$ cat src/rtl/morph_seq_pkg.sv
// -----------------------------------------------------------------------------
// morph_seq_pkg
// Shared definitions for the morphologic gene sequencer:
//   - gene width and field layout (el[15:7], morph_op[6:4], in_sel[3], logic_op[2:0])
//   - STOP_CODE used by the optional early-stop feature (MORPH_SEQ_EARLY_STOP_EN)
//   - sequencer state encoding
//   - gene decode / stop-detect helpers
// -----------------------------------------------------------------------------
package morph_seq_pkg;

  localparam int GENE_W   = 16;
  localparam int EL_LSB   = 7;
  localparam int EL_W     = 9;
  localparam int MOP_LSB  = 4;
  localparam int MOP_W    = 3;
  localparam int MSEL_BIT = 3;
  localparam int LOP_LSB  = 0;
  localparam int LOP_W    = 3;

  localparam logic [LOP_W-1:0] STOP_CODE = 3'b111;

  typedef enum logic [1:0] {
    IDLE  = 2'd0,
    CLEAR = 2'd1,
    RUN   = 2'd2,
    DONE  = 2'd3
  } seq_state_t;

  typedef struct packed {
    logic [EL_W-1:0]  el;
    logic [MOP_W-1:0] morph_op;
    logic             morph_in_sel;
    logic [LOP_W-1:0] logic_op;
  } gene_t;

  function automatic gene_t decode_gene(input logic [GENE_W-1:0] g);
    gene_t d;
    d.el           = g[EL_LSB +: EL_W];
    d.morph_op     = g[MOP_LSB +: MOP_W];
    d.morph_in_sel = g[MSEL_BIT];
    d.logic_op     = g[LOP_LSB +: LOP_W];
    return d;
  endfunction

  function automatic logic is_stop(input gene_t g);
    return (g.logic_op == STOP_CODE);
  endfunction

endpackage

$ cat src/rtl/morph_gene_sequencer_if.sv
// -----------------------------------------------------------------------------
// morph_gene_sequencer_if
// Bundles the control/processor-facing signals of the gene sequencer.
// Names carry i_/o_ from the sequencer's point of view.
//   i_start, i_abort, i_chromosome[GENES*16]          : from genetic-search control
//   o_busy, o_done                                     : status to control
//   o_proc_clr, o_proc_ce, o_el, o_morph_op,
//   o_morph_in_sel, o_logic_op                         : processor op inputs
//   o_gene_idx[IDX_W]                                  : index of presented gene
// Modports: master (control side / bench), slave (sequencer).
// -----------------------------------------------------------------------------
interface morph_gene_sequencer_if #(
  parameter int GENES = 8
);
  localparam int IDX_W = (GENES > 1) ? $clog2(GENES) : 1;

  logic                  i_start;
  logic                  i_abort;
  logic [GENES*16-1:0]   i_chromosome;
  logic                  o_busy;
  logic                  o_done;
  logic                  o_proc_clr;
  logic                  o_proc_ce;
  logic [8:0]            o_el;
  logic [2:0]            o_morph_op;
  logic                  o_morph_in_sel;
  logic [2:0]            o_logic_op;
  logic [IDX_W-1:0]      o_gene_idx;

  modport master (
    output i_start, i_abort, i_chromosome,
    input  o_busy, o_done, o_proc_clr, o_proc_ce, o_el, o_morph_op,
           o_morph_in_sel, o_logic_op, o_gene_idx
  );

  modport slave (
    input  i_start, i_abort, i_chromosome,
    output o_busy, o_done, o_proc_clr, o_proc_ce, o_el, o_morph_op,
           o_morph_in_sel, o_logic_op, o_gene_idx
  );

endinterface

$ cat src/rtl/morph_gene_mux.sv
// -----------------------------------------------------------------------------
// morph_gene_mux
// Purely combinational gene selector: picks gene i_idx out of the packed shadow
// chromosome. Out-of-range indices yield 0.
//   i_shadow [GENES*GENE_W] : packed chromosome, gene g at [g*16 +: 16]
//   i_idx    [IDX_W]        : gene index
//   o_gene   [GENE_W]       : selected gene
// -----------------------------------------------------------------------------
module morph_gene_mux
  import morph_seq_pkg::*;
#(
  parameter int GENES = 8,
  parameter int IDX_W = 3
) (
  input  logic [GENES*GENE_W-1:0] i_shadow,
  input  logic [IDX_W-1:0]        i_idx,
  output logic [GENE_W-1:0]       o_gene
);

  // AND-OR select so a non-power-of-two GENES never reads past the shadow word
  always_comb begin
    o_gene = {GENE_W{1'b0}};
    for (int g = 0; g < GENES; g++) begin
      o_gene = o_gene | (i_shadow[g*GENE_W +: GENE_W] & {GENE_W{(i_idx == IDX_W'(g))}});
    end
  end

endmodule

$ cat src/rtl/morph_gene_sequencer.sv
// -----------------------------------------------------------------------------
// morph_gene_sequencer
// Sequences a MorphologicProcessor through one chromosome of GENES genes:
// latches the chromosome on start, pulses proc_clr, then issues one gene per
// clock with proc_ce, and pulses done at the end. All outputs are registered.
//   clk  : clock, rising edge
//   rst  : asynchronous active-high reset
//   bus  : morph_gene_sequencer_if.slave (start/abort/chromosome in,
//          busy/done/proc_* /field outputs/gene_idx out)
// Optional build macro: MORPH_SEQ_EARLY_STOP_EN -- a gene whose logic_op equals
// STOP_CODE ends the run without being issued.
// -----------------------------------------------------------------------------
module morph_gene_sequencer
  import morph_seq_pkg::*;
#(
  parameter int GENES = 8
) (
  input  logic                    clk,
  input  logic                    rst,
  morph_gene_sequencer_if.slave   bus
);

  localparam int               IDX_W    = (GENES > 1) ? $clog2(GENES) : 1;
  localparam logic [IDX_W-1:0] LAST_IDX = IDX_W'(GENES - 1);

  seq_state_t                r_state, w_state_nxt;
  logic [IDX_W-1:0]          r_gene_idx, w_idx_nxt;
  logic [GENES*GENE_W-1:0]   r_shadow, w_shadow_nxt;
  logic                      r_busy, r_done, r_clr, r_ce, r_stop;
  logic                      w_busy_nxt, w_done_nxt, w_clr_nxt, w_ce_nxt, w_stop_nxt, w_run_nxt;
  gene_t                     r_fields, w_fields_nxt;
  logic [GENE_W-1:0]         w_gene;
  gene_t                     w_gene_dec;
  logic                      w_is_stop;

  // Gene for the cycle being entered (index of the next state)
  morph_gene_mux #(.GENES(GENES), .IDX_W(IDX_W)) u_mux (
    .i_shadow (r_shadow),
    .i_idx    (w_idx_nxt),
    .o_gene   (w_gene)
  );

  assign w_gene_dec = decode_gene(w_gene);

`ifdef MORPH_SEQ_EARLY_STOP_EN
  assign w_is_stop = is_stop(w_gene_dec);
`else
  assign w_is_stop = 1'b0;
`endif

  // Next-state, gene index and shadow-latch logic
  always_comb begin
    w_state_nxt  = r_state;
    w_idx_nxt    = r_gene_idx;
    w_shadow_nxt = r_shadow;
    case (r_state)
      IDLE: begin
        if (bus.i_start && !bus.i_abort) begin
          w_state_nxt  = CLEAR;
          w_shadow_nxt = bus.i_chromosome;
        end else begin
          w_state_nxt  = IDLE;
        end
      end
      CLEAR: begin
        w_idx_nxt = {IDX_W{1'b0}};
        if (bus.i_abort) begin
          w_state_nxt = IDLE;
        end else begin
          w_state_nxt = RUN;
        end
      end
      RUN: begin
        // r_stop marks a withheld STOP gene in the current cycle
        if (bus.i_abort) begin
          w_state_nxt = IDLE;
          w_idx_nxt   = {IDX_W{1'b0}};
        end else if ((r_gene_idx == LAST_IDX) || r_stop) begin
          w_state_nxt = DONE;
          w_idx_nxt   = {IDX_W{1'b0}};
        end else begin
          w_state_nxt = RUN;
          w_idx_nxt   = r_gene_idx + IDX_W'(1);
        end
      end
      DONE: begin
        w_state_nxt = IDLE;
        w_idx_nxt   = {IDX_W{1'b0}};
      end
      default: begin
        w_state_nxt = IDLE;
        w_idx_nxt   = {IDX_W{1'b0}};
      end
    endcase
  end

  // Output values for the state being entered; fields only move on an issued gene
  always_comb begin
    w_busy_nxt = (w_state_nxt != IDLE);
    w_done_nxt = (w_state_nxt == DONE);
    w_clr_nxt  = (w_state_nxt == CLEAR);
    w_run_nxt  = (w_state_nxt == RUN);
    w_ce_nxt   = w_run_nxt && !w_is_stop;
    w_stop_nxt = w_run_nxt && w_is_stop;
    if (w_ce_nxt) begin
      w_fields_nxt = w_gene_dec;
    end else begin
      w_fields_nxt = r_fields;
    end
  end

  // State, index, shadow chromosome and registered outputs
  always_ff @(posedge clk or posedge rst) begin
    if (rst) begin
      r_state    <= IDLE;
      r_gene_idx <= {IDX_W{1'b0}};
      r_shadow   <= {(GENES*GENE_W){1'b0}};
      r_busy     <= 1'b0;
      r_done     <= 1'b0;
      r_clr      <= 1'b0;
      r_ce       <= 1'b0;
      r_stop     <= 1'b0;
      r_fields   <= gene_t'({GENE_W{1'b0}});
    end else begin
      r_state    <= w_state_nxt;
      r_gene_idx <= w_idx_nxt;
      r_shadow   <= w_shadow_nxt;
      r_busy     <= w_busy_nxt;
      r_done     <= w_done_nxt;
      r_clr      <= w_clr_nxt;
      r_ce       <= w_ce_nxt;
      r_stop     <= w_stop_nxt;
      r_fields   <= w_fields_nxt;
    end
  end

  assign bus.o_busy         = r_busy;
  assign bus.o_done         = r_done;
  assign bus.o_proc_clr     = r_clr;
  assign bus.o_proc_ce      = r_ce;
  assign bus.o_el           = r_fields.el;
  assign bus.o_morph_op     = r_fields.morph_op;
  assign bus.o_morph_in_sel = r_fields.morph_in_sel;
  assign bus.o_logic_op     = r_fields.logic_op;
  assign bus.o_gene_idx     = r_gene_idx;

endmodule
$ cat src/flat_wrapper.sv
// flat-port wrapper written by rule: the top's interface ports become plain ports
module morph_gene_sequencer_flat import morph_seq_pkg::*;
#(
  parameter int GENES = 8
)
  (clk, rst, bus_i_start, bus_i_abort, bus_i_chromosome, bus_o_busy, bus_o_done, bus_o_proc_clr, bus_o_proc_ce, bus_o_el, bus_o_morph_op, bus_o_morph_in_sel, bus_o_logic_op, bus_o_gene_idx);
  morph_gene_sequencer_if #(.GENES(GENES)) bus_i ();
  input  logic clk;
  input  logic rst;
  input wire logic [$bits(bus_i.i_start)-1:0] bus_i_start;
  input wire logic [$bits(bus_i.i_abort)-1:0] bus_i_abort;
  input wire logic [$bits(bus_i.i_chromosome)-1:0] bus_i_chromosome;
  output wire logic [$bits(bus_i.o_busy)-1:0] bus_o_busy;
  output wire logic [$bits(bus_i.o_done)-1:0] bus_o_done;
  output wire logic [$bits(bus_i.o_proc_clr)-1:0] bus_o_proc_clr;
  output wire logic [$bits(bus_i.o_proc_ce)-1:0] bus_o_proc_ce;
  output wire logic [$bits(bus_i.o_el)-1:0] bus_o_el;
  output wire logic [$bits(bus_i.o_morph_op)-1:0] bus_o_morph_op;
  output wire logic [$bits(bus_i.o_morph_in_sel)-1:0] bus_o_morph_in_sel;
  output wire logic [$bits(bus_i.o_logic_op)-1:0] bus_o_logic_op;
  output wire logic [$bits(bus_i.o_gene_idx)-1:0] bus_o_gene_idx;
  assign bus_i.i_start = bus_i_start;
  assign bus_i.i_abort = bus_i_abort;
  assign bus_i.i_chromosome = bus_i_chromosome;
  assign bus_o_busy = bus_i.o_busy;
  assign bus_o_done = bus_i.o_done;
  assign bus_o_proc_clr = bus_i.o_proc_clr;
  assign bus_o_proc_ce = bus_i.o_proc_ce;
  assign bus_o_el = bus_i.o_el;
  assign bus_o_morph_op = bus_i.o_morph_op;
  assign bus_o_morph_in_sel = bus_i.o_morph_in_sel;
  assign bus_o_logic_op = bus_i.o_logic_op;
  assign bus_o_gene_idx = bus_i.o_gene_idx;
  morph_gene_sequencer #(.GENES(GENES)) u_core (.clk(clk), .rst(rst), .bus(bus_i));
endmodule
$ cat config.mk
export PLATFORM = sky130hd
export DESIGN_NAME = morph_gene_sequencer_flat
export DESIGN_NICKNAME = d
export VERILOG_FILES = /design/src/rtl/morph_seq_pkg.sv /design/src/rtl/morph_gene_sequencer_if.sv /design/src/rtl/morph_gene_mux.sv /design/src/rtl/morph_gene_sequencer.sv /design/src/flat_wrapper.sv
export SDC_FILE = /design/constraint.sdc
export NUM_CORES = 1
export LEC_CHECK = 0
export CORE_MARGIN = 5
export CORE_UTILIZATION = 50
export CTS_BUF_LIST = sky130_fd_sc_hd__clkbuf_16
export DETAILED_ROUTE_END_ITERATION = 6
export PLACE_DENSITY = 0.84
export SYNTH_ARGS = -nofsm -noshare
export SYNTH_HDL_FRONTEND = slang
export SYNTH_HIERARCHICAL = 1
export SYNTH_SLANG_ARGS = --single-unit
$ cat constraint.sdc
create_clock -name clk -period 5.8 [get_ports clk]
set_input_delay 1.16 -clock clk [delete_from_list [all_inputs] [get_ports clk]]
set_output_delay 1.16 -clock clk [all_outputs]
set_load 0.01 [all_outputs]
# Word-level counts from Yosys, hierarchy flattened
# Index checks and enable logic that the tools add are counted.
[word_totals]
inputBits = 132
reg_bits = 153
[op_classes]
n_eq_ne = 14
add_sub_neg = 1
bitwise = 15
mux = 8
reduce_logical = 7
[op_table]
columns = ["operator", "count"]
rows = [
  ["$and A16 B16 Y16", 8],
  ["$or A16 B16 Y16", 7],
  ["$eq A3 B3 Y1 const B", 5],
  ["$eq A2 B2 Y1 const B", 4],
  ["$pmux W2 S4", 1],
  ["$eq A3 B2 Y1 const B", 2],
  ["$mux W3", 2],
  ["$pmux W3 S2", 1],
  ["$eq A2 B1 Y1 const B", 2],
  ["$mux W2", 2],
  ["$add A3 B1 Y3 const B", 1],
  ["$eq A3 B1 Y1 const B", 1],
  ["$logic_not A3 Y1", 1],
  ["$logic_not A2 Y1", 1],
  ["$mux W1", 2],
  ["$reduce_and A2 Y1", 1],
  ["$reduce_bool A2 Y1", 1],
  ["$reduce_or A2 Y1", 1],
  ["$logic_and A1 B1 Y1", 1],
  ["$logic_not A1 Y1", 1],
]

# Logic depth before layout (Yosys ltp)
# Gate-level depths: netlist of the first run.
[logic_depth]
word_depth = 13
depth_mapped = 11
mapped_depth_nobuf = 9

# By module
# Netlist of the first run, hierarchy kept.
[by_module_without_submodules]
columns = ["mod", "n_inst", "cells_each", "area_each_um2"]
rows = [
  ["morph_gene_sequencer", 1, 403, 6613.8],
  ["morph_gene_mux", 1, 57, 1071.0],
]

# Least setup slack after synthesis of the first run
# OpenSTA, ideal clock, no wires.
[synth_path]
path_type = "input port to flip-flop"
startpoint = "input bus_i_abort"
endpoint = "register u_core.r_fields, in the netlist u_core/bus.o_logic_op[2]"
arrival_ns = 3.293
t_required_ns = 5.653
path_slack_ns = 2.361
cell_stages = 11
cell_sequence = "buf_2 -> clkbuf_1 -> nor3_1 -> mux2i_1 -> nor2_1 -> buf_6 -> buf_6 -> mux4_1 -> mux2_2 -> o32ai_1 -> a221oi_1"
[synth_between]
elab_chain_cells = 11
elab_cells_between_ends = 32
[synth_lines]
columns = ["item", "line_no", "rtl"]
rows = [
  ["from (decl)", "flat_wrapper.sv:11", "input wire logic [$bits(bus_i.i_abort)-1:0] bus_i_abort;"],
  ["$mux W3 *", "morph_gene_sequencer.sv:75", "if (bus.i_abort) begin"],
  ["$pmux W3 S2 *", "morph_gene_sequencer.sv:56", "case (r_state)"],
  ["named net u_core.w_idx_nxt[0]", "morph_gene_sequencer.sv:27", "logic [IDX_W-1:0] r_gene_idx, w_idx_nxt;"],
  ["$eq A3 B1 Y1 or $logic_not A3 Y1 (tied branches)", "morph_gene_mux.sv:24", "o_gene = o_gene | (i_shadow[g*GENE_W +: GENE_W] & {GENE_W{(i_idx == IDX_W'(g))}});"],
  ["$and A16 B16 Y16", "morph_gene_mux.sv:24", ""],
  ["$or A16 B16 Y16 (6 in series)", "morph_gene_mux.sv:24", ""],
  ["$or A16 B16 Y16 *", "morph_gene_mux.sv:24", ""],
  ["named net u_core.w_gene[2]", "morph_gene_sequencer.sv:32", "logic [GENE_W-1:0] w_gene;"],
  ["to (signal assigned)", "morph_gene_sequencer.sv:123", "r_fields <= gene_t'({GENE_W{1'b0}});"],
  ["to (signal assigned)", "morph_gene_sequencer.sv:133", "r_fields <= w_fields_nxt;"],
  ["to (decl)", "morph_gene_sequencer.sv:31", "gene_t r_fields, w_fields_nxt;"],
]
# The timed path passes the listed nets; every way through them passes the cells marked *.
# A chain may end at the register's enable or synchronous reset.

# Worst setup path in the final report of the first run
[layout_path]
startpoint = "input bus_i_abort"
endpoint = "register u_core.r_fields, in the netlist u_core/bus.o_el[1]"
# Same word-level chain as after synthesis.

==> run_results.csv, run 1 <==
group,metric,value,unit
run,cap_violations,0,
synthesis,synth_common_cells,"dfrtp_1 (153), mux2_4 (100), mux2_2 (35), mux4_1 (28), inv_1 (17)",
grt,grt-ovfl-total,0,
cts,htreeDepth,4,
synthesis,synth_seq_area_share,49.8,%
sta,min_period,4150,ps
grt,grt_pass1_vias,5235,
layout,nNetsFinal,733,
grt,track_usage,21.9,%
cts,cts_buffers,17,
cts,path_clk_slew,60,ps
placed_design,portBuffers,154,
synthesis,ys_async_sr_fraction,100,%
route,drt-total-wl,19000,um
route,detail_route.iter0.violations,411,
placed_design,gp_routability_congestion,0.812,
synthesis,synth_edf_count,0,
route,wl_per_cell,23.7,um
sta,finClkSkew,6.33,ps
route,via_per_inst,5.93,
grt,antenna_found_initial,1,
layout,stdcell_count,801,
worst_setup_path,critPathLaunchType,"primary input",
synthesis,syn-num-nets,594,
worst_setup_path,worstSetupPathType,"in2reg",
synthesis,yosysTopAreaCell,"dfrtp_1",
layout,areaGrowthSynthToFinish,26.4,%
floorplanning,die_w,134,um
hold_path,min_to,"u_core/r_shadow[35]",
worst_setup_path,cp-end-kind,"flop",
route,drcViolationCount,0,
run_status,outcome,"complete, no violations",
floorplanning,start_util,50.7,%
power,share_comb_of_total_power,25.7,%
floorplanning,die_area,17900,um2
layout,layout-drive-gt1-share,28.8,%
power,p_int,2.52,mW
layout,final_cell_area,9710,um2
cts,cts_sinks,153,
hold_path,min_from,"u_core/r_shadow[35]",
route,dr.pass1.iters,5,
grt,grt_first_pass_wirelength,29900,um
synthesis,yosysUniqueCellTypes,32,
synthesis,synth.area.top_cells,"dfrtp_1 (50%), mux2_4 (20%), mux4_1 (9.6%)",
sta,worst_slack,1650,ps
floorplanning,rows,45,
floorplanning,core-area,15100,um2
placed_design,dpl_cell_area,9140,um2
worst_setup_path,r2r-start,"u_core/bus.o_gene_idx[0]",
route,antenna_left,0,
synthesis,synth_area_per_cell,16.7,um2
worst_setup_path,reg2reg_depth,10,
hold_path,hold_depth,1,
hold_path,hold_path.class,"reg2reg",
synthesis,yosysMostFrequentCell,"dfrtp_1",
synthesis,yosysTopAreaCellShare,49.8,%
sta,min_period_over_period,71.6,%
worst_setup_path,cp.arrival,4410,ps
grt,grt_max_degree,116,
worst_setup_path,ff2ff_setup_slack,1940,ps
sta,setup_violations,0,
placed_design,place_inst,768,
sta,finalMaxSlewViolations,0,
worst_setup_path,cp.required,6060,ps
sta,finalHoldViolCount,0,
sta,fmax,0.241,GHz
sta,holdWs,483,ps
cts,cts_tree,"yes",
placed_design,pre_cts_slack,1290,ps
sta,setup-tns-final,0,ps
cts,cts_setup_buffers,0,
route,vias,4749,
synthesis,synth-seq-cells,153,
floorplanning,die_h,134,um
power,ir_worst_vdd,0.217,mV
synthesis,syn_inst,460,
synthesis,yosysWarnings,6,
placed_design,dpl.hpwl,13200,um
power,swShare,26.5,%
power,p_leak,4.10,nW
sta,slew_headroom,25.5,%
power,clockPowerShare,31.5,%
sta,tightest_slew,1120,ps
worst_setup_path,worstPathMaxFanout,18,
floorplanning,io_pins,155,
cts,root_buffer,"clkbuf_16",
cts,post_cts_resize_count,0,
power,power_frac_seq,42.8,%
worst_setup_path,r2r_end,"u_core/bus.o_el[1]",
cts,clk_latency,420,ps
synthesis,ys.flop_type,"dfrtp_1",
power,cellPowerDensity,353,nW/um2
cts,cts_buffer_depth,2,
cts,cts_hold_buf,0,
power,p_switching,0.909,mW
sta,rsz0062_at_grt,"false",
synthesis,netlist_area,7680,um2
## metal layers
layer | wire (um) | global-route usage [%] | up-vias
met5 | 0 | 0 | -
met4 | 782 | 11.3 | 0
met3 | 1360 | 5.66 | 49
met2 | 8720 | 32.7 | 234
met1 | 8150 | 29.7 | 2414
li1 | - | - | 2052
## cells by family after synthesis
logic type               share of synthesized area (%)
flip-flops                                        49.8
adder cells (fa/ha/maj)                          0.326
buffers and inverters                             6.02
AO/OA/AOI/OAI                                     5.41
multiplexers                                      36.9
AND/OR/NAND/NOR                                   1.56
## worst max-delay path, cell delays in order
cell and delay, ps:
clkdlybuf4s50_1 460, nor3_1 220, mux2i_1 140, nor2_4 550
buf_4 410, mux4_1 710, mux2_2 330, o32ai_1 310
a221oi_1 90
## cells in the final DEF, fill, tap and decap left out, types with 2 or more instances in the layout
cell,count
clkdlybuf4s50_1,154
dfrtp_1,153
mux2_4,100
mux2_2,35
mux4_1,28
inv_1,20
clkbuf_16,17
o22ai_1,16
o32ai_1,16
a221oi_1,16
mux2_1,9
clkinv_2,4
nand2b_1,4
buf_4,4
mux4_2,4
bufinv_16,3
clkinv_1,3
nor2_1,2
nand2_1,2
a211oi_1,2
nor3_1,2
nor2_4,2
a21oi_1,2
ha_1,2
## state kept, by name (all words and copies together), names as in the netlist
signal / flops
u_core/bus.o_busy: 1
u_core/bus.o_done: 1
u_core/bus.o_el: 9
u_core/bus.o_gene_idx: 3
u_core/bus.o_logic_op: 3
u_core/bus.o_morph_in_sel: 1
u_core/bus.o_morph_op: 3
u_core/bus.o_proc_ce: 1
u_core/bus.o_proc_clr: 1
u_core/r_shadow: 128
u_core/r_state: 2
## power groups by stage
stage	registers [mW]	logic (mW)	clock network (mW)
finish	1.47	0.882	1.08
global route	1.49	0.935	1.14
CTS	1.47	0.883	1.10
detailed placement	1.48	0.870	0
global placement	1.46	0.840	0
floorplan	1.42	0.615	0
## per-stage QoR
stage	utilization (%)	power (mW)
2_1_floorplan	-	2.03
3_3_place_gp	60.3	2.30
3_5_place_dp	60.3	2.35
4_1_cts	64.1	3.45
5_1_grt	64.1	3.57
6_report	64.1	3.43
## area by class of cell
cell class,instances,area (um2)
fill,1062,5430
sequential,153,3830
multi-input combinational,251,3420
timing repair buffer,159,1590
clock buffer,17,425
tap,188,235
clock inverter,15,144
inverter,17,68.8
antenna,1,2.50
## worst max path at each step
stage,start,end,slack [ps],depth (start not counted)
floorplan,rst,u_core/bus.o_busy,520,1
global placement,bus_i_abort,u_core/bus.o_el[1],1300,9
detailed placement,bus_i_abort,u_core/bus.o_el[1],1290,9
CTS,bus_i_abort,u_core/bus.o_el[1],1730,9
global route,bus_i_abort,u_core/bus.o_el[1],1510,9
finish,bus_i_abort,u_core/bus.o_el[1],1650,9
(Power assumes the default switching activity.)
==> inputs of run 2 (changes only) <==
- clock period: 5.8 -> 4.2 ns (I/O delays scaled with it)
==> run 2 against run 1 <==
Net effect:
- routed wire length down 0.76%
- total power up 36%
- cell count up 0.37%
- clock skew about the same
- clock power up 31%
- die area unchanged
- critical path type is now reg2reg
- critical endpoint is now u_core/bus.o_el[2]
==> run_results.csv, run 2 (same netlist as run 1, synthesis figures left out) <==
group,metric,value,unit
grt,grt_first_pass_wirelength,29300,um
sta,slew_headroom,34.0,%
cts,cts_buffer_depth,2,
cts,cts_buffers,17,
sta,setup-tns-final,0,ps
sta,finalMaxSlewViolations,0,
layout,areaGrowthSynthToFinish,27.0,%
worst_setup_path,crit_family,"flip-flops",
grt,grt_pass1_vias,5145,
cts,cts_sinks,153,
sta,finClkSkew,6.27,ps
sta,fmax,0.295,GHz
layout,final_cell_area,9760,um2
worst_setup_path,critPathLaunch,"u_core/r_state[1]",
layout,layout_commonest_cell,"clkdlybuf4s50_1",
worst_setup_path,critPathMaxStageDelay,980,ps
layout,final_cell_mix,"clkdlybuf4s50_1 (154), dfrtp_1 (153), mux2_4 (100)",
sta,holdWs,478,ps
floorplanning,rows,45,
sta,rsz0062_at_grt,"false",
route,via_per_inst,5.90,
placed_design,place_inst,773,
power,p_leak,4.12,nW
floorplanning,io_pins,155,
cts,htreeDepth,4,
cts,cts_tree,"yes",
layout,antenna_cells,0,
route,vias,4746,
worst_setup_path,ff2ff_setup_slack,800,ps
placed_design,dpl.hpwl,13300,um
worst_setup_path,worstPathCellList,"nand3b_1, a21oi_4, buf_4, mux4_1, mux2_2, o32ai_1, a221oi_1",
worst_setup_path,r2r-start,"u_core/r_state[1]",
layout,num-fill-cells,1030,
grt,antenna_found_initial,0,
grt,grt-ovfl-total,0,
route,wl_per_cell,23.5,um
floorplanning,core-area,15100,um2
hold_path,hold_path.class,"reg2reg",
route,antenna_left,0,
layout,largest_reg_flops,128,
run,cap_violations,0,
cts,clk_latency,420,ps
worst_setup_path,critPathSlowestCell,"dfrtp_1",
sta,min_period_over_period,80.8,%
floorplanning,die_w,134,um
route,detail_route.iter0.violations,472,
layout,nNetsFinal,738,
worst_setup_path,cp-end-kind,"flop",
worst_setup_path,cp.arrival,3640,ps
floorplanning,die_area,17900,um2
route,dr.pass1.iters,5,
cts,cts_hold_buf,0,
sta,setup_violations,0,
grt,track_usage,21.6,%
worst_setup_path,worst-path-buf-inv,1,
worst_setup_path,worstSetupPathType,"reg2reg",
cts,path_clk_slew,60,ps
power,fin_total_pwr,4.67,mW
layout,top_register,"u_core/r_shadow",
floorplanning,die_h,134,um
worst_setup_path,cp.required,4450,ps
placed_design,gp_routability_congestion,0.805,
power,cellPowerDensity,479,nW/um2
worst_setup_path,reg2reg_depth,7,
worst_setup_path,worstPathMaxFanout,28,
sta,tightest_slew,988,ps
route,drt-total-wl,18900,um
worst_setup_path,endpoint,"u_core/bus.o_el[2]",
grt,grt_max_degree,67,
sta,finalHoldViolCount,0,
placed_design,dpl_cell_area,9210,um2
route,drcViolationCount,0,
power,ir_worst_vdd,0.339,mV
layout,layout-drive-gt1-share,29.5,%
cts,cts_setup_buffers,0,
cts,post_cts_resize_count,0,
sta,min_period,3400,ps
placed_design,portBuffers,154,
run_status,outcome,"complete, no violations",
cts,root_buffer,"clkbuf_16",
layout,stdcell_count,804,
worst_setup_path,critPathLaunchType,"flop",
worst_setup_path,r2r_end,"u_core/bus.o_el[2]",
worst_setup_path,critical_path_depth,7,
floorplanning,start_util,50.7,%
run 2: changes by cell type in the layout (fill, tap and decap cells not counted), sizes merged:
cell,delta
clkinvlp,+2
buf,+5
diode,-1
inv,-1
bufinv,-1
clkinv,-1
run 2: worst min-delay path by stage:
| stage | depth (start not counted) | to | startpoint | slack, ps |
|---|---|---|---|---|
| 2_1_floorplan | 1 | u_core/r_shadow[31] | u_core/r_shadow[31] | 450 |
| 3_3_place_gp | 1 | u_core/r_shadow[34] | u_core/r_shadow[34] | 460 |
| 3_5_place_dp | 1 | u_core/r_shadow[36] | u_core/r_shadow[36] | 470 |
| 4_1_cts | 1 | u_core/r_shadow[36] | u_core/r_shadow[36] | 480 |
| 5_1_grt | 1 | u_core/r_shadow[36] | u_core/r_shadow[36] | 500 |
| 6_report | 1 | u_core/r_shadow[36] | u_core/r_shadow[36] | 480 |
run 2: area by class of cell:
type	instances	area [um2]	area share [%]
multi-input combinational	251	3420	35.0
sequential	153	3830	39.2
timing repair buffer	164	1670	17.1
inverter	17	67.6	0.692
tap	188	235	2.41
clock inverter	14	119	1.22
clock buffer	17	425	4.36
run 2: where the power goes:
part | internal, mW | switching, mW | total, mW
registers | 1.79 | 0.226 | 2.02
clock network | 0.853 | 0.572 | 1.42
logic | 0.783 | 0.446 | 1.23
total | 3.43 | 1.24 | 4.67
run 2: through the flow:
| step | util [%] | setup slack (ps) |
|---|---|---|
| 4_1_cts | 64.4 | 931 |
| 5_1_grt | 64.4 | 696 |
| 6_report | 64.4 | 805 |
| 3_3_place_gp | 60.8 | 487 |
| 3_5_place_dp | 60.8 | 528 |
| 2_1_floorplan | - | 1080 |
run 2: per-layer routing:
| metal | part of all wire (%) | up-vias | track usage (%) |
|---|---|---|---|
| li1 | - | 2059 | - |
| met2 | 49 | 219 | 34.3 |
| met5 | 0 | - | 0 |
| met1 | 41 | 2425 | 28.5 |
| met3 | 8.0 | 43 | 6.79 |
| met4 | 2.4 | 0 | 6.91 |
==> inputs of run 3 (changes only) <==
- CORE_UTILIZATION: 50 -> 47
- PLACE_DENSITY: 0.84 -> 0.83
- clock period: 4.2 -> 2.8 ns (I/O delays scaled with it)
==> run 3 against run 2 <==
Net effect:
- the flow now finishes with violations (setup timing)
- critical path type unchanged
- core utilization up 1.1 points
- sequential power up 52%
- cell count up 5.8%
==> run_results.csv, run 3 (same netlist as run 1, synthesis figures left out) <==
group,metric,value,unit
worst_setup_path,cp-end-kind,"flop",
placed_design,portBuffers,154,
sta,rsz0062_at_grt,"true",
route,antenna_left,0,
grt,grt_max_degree,67,
route,wl_per_cell,26.0,um
route,dr.pass1.iters,5,
placed_design,pre_cts_slack,-470,ps
grt,grt_pass1_vias,5503,
floorplanning,io_pins,155,
grt,track_usage,23.3,%
cts,cts_sinks,153,
floorplanning,start_util,48.2,%
power,cellPowerDensity,751,nW/um2
grt,grt_first_pass_wirelength,32700,um
floorplanning,die_w,138,um
sta,min_period_over_period,102,%
cts,htreeDepth,4,
layout,nNetsFinal,756,
grt,antenna_found_initial,1,
sta,tightest_slew,1490,ps
sta,worst_slack,-62.6,ps
placed_design,place_inst,811,
worst_setup_path,worstPathMaxFanout,6,
sta,setup_violations,12,
run_status,outcome,"finished, violations left",
placed_design,gp_routability_congestion,0.794,
worst_setup_path,cp.required,3060,ps
route,via_per_inst,5.93,
power,fin_total_pwr,7.84,mW
worst_setup_path,critPathLaunchType,"flop",
worst_setup_path,cp.arrival,3120,ps
route,drt-total-wl,22100,um
cts,clk_latency,420,ps
route,drcViolationCount,0,
worst_setup_path,worstSetupPathType,"reg2reg",
sta,finClkSkew,5.20,ps
cts,cts_buffer_depth,2,
layout,largest_reg_flops,128,
layout,layout_commonest_cell,"clkdlybuf4s50_1",
sta,finalMaxSlewViolations,0,
cts,path_clk_slew,60,ps
run,cap_violations,0,
sta,min_period,2860,ps
cts,cts_tree,"yes",
sta,fmax,0.349,GHz
layout,layout-drive-gt1-share,40.9,%
cts,root_buffer,"clkbuf_16",
floorplanning,core-area,15900,um2
hold_path,hold_path.class,"reg2reg",
layout,final_cell_mix,"clkdlybuf4s50_1 (154), dfrtp_1 (153), mux2_4 (116)",
sta,holdWs,494,ps
floorplanning,die_h,138,um
sta,finalHoldViolCount,0,
layout,areaGrowthSynthToFinish,35.9,%
cts,cts_buffers,17,
power,ir_worst_vdd,0.523,mV
cts,cts_hold_buf,0,
power,p_leak,4.31,nW
floorplanning,die_area,19000,um2
layout,antenna_cells,0,
floorplanning,rows,46,
route,detail_route.iter0.violations,429,
route,vias,5046,
sta,slew_headroom,0.605,%
grt,grt-ovfl-total,0,
placed_design,dpl.hpwl,13900,um
layout,top_register,"u_core/r_shadow",
layout,stdcell_count,851,
run_status,failed_checks,"setup timing",
run 3: worst paths after layout:
| kind | cells past startpoint | endpoint | slack, ps | from |
|---|---|---|---|---|
| max | 11 | u_core/bus.o_el[7] | -60 | u_core/bus.o_gene_idx[1] |
| min | 1 | u_core/r_shadow[31] | 490 | u_core/r_shadow[31] |
| max reg2reg | 11 | u_core/bus.o_el[7] | -60 | u_core/bus.o_gene_idx[1] |
| min reg2reg | 1 | u_core/r_shadow[31] | 490 | u_core/r_shadow[31] |
| max in group asynchronous | 3 | u_core/r_shadow[18] | 1520 | rst |
| min in group asynchronous | 2 | u_core/r_shadow[59] | 570 | rst |
run 3: power by group:
group	switching [mW]	internal (mW)
sequential	0.395	2.69
clock	0.908	1.57
combinational	0.877	1.41
total	2.18	5.66
run 3: what timing repair did:
item                       4_1_cts  5_1_grt
setup endpoints to repair       16       16
pin swaps                        7       15
buffers inserted                 5        2
gates cloned                     3        0
resized for setup               59       30
run 3: through the flow:
| step | cell area (um2) | TNS [ps] | utilization, % |
|---|---|---|---|
| CTS | 10300 | -95.6 | 64.6 |
| finish | 10400 | -508 | 65.5 |
| detailed placement | 9390 | -6330 | 58.9 |
| global route | 10400 | -1750 | 65.5 |
| floorplan | 7710 | 0 | - |
| global placement | 9390 | -6760 | 58.9 |
run 3: area by class of cell:
class	count	area, um2
Inverter	17	67.6
Multi-Input combinational cell	251	3690
Clock buffer	17	425
Fill cell	1051	5500
Tap cell	216	270
Clock inverter	15	208
Timing Repair Buffer	182	1950
Sequential cell	153	3830
run 3: critical path, cell delays in order, from the launching register on:
cell and delay, ps:
dfrtp_1 400, ha_2 210, ha_4 170, nor3_4 150, mux2i_2 110, nor2_4 170
buf_6 170, buf_12 140, mux4_2 560, mux2_4 310, o32ai_2 210, a221oi_1 90
run 3: routing by layer:
| layer | GRT usage [%] | vias to the layer above | routed length (um) |
|---|---|---|---|
| li1 | - | 2085 | - |
| met1 | 31.1 | 2617 | 8770 |
| met2 | 37.0 | 279 | 10800 |
| met3 | 5.88 | 63 | 1830 |
| met4 | 8.67 | 2 | 710 |
| met5 | 0 | - | 13 |
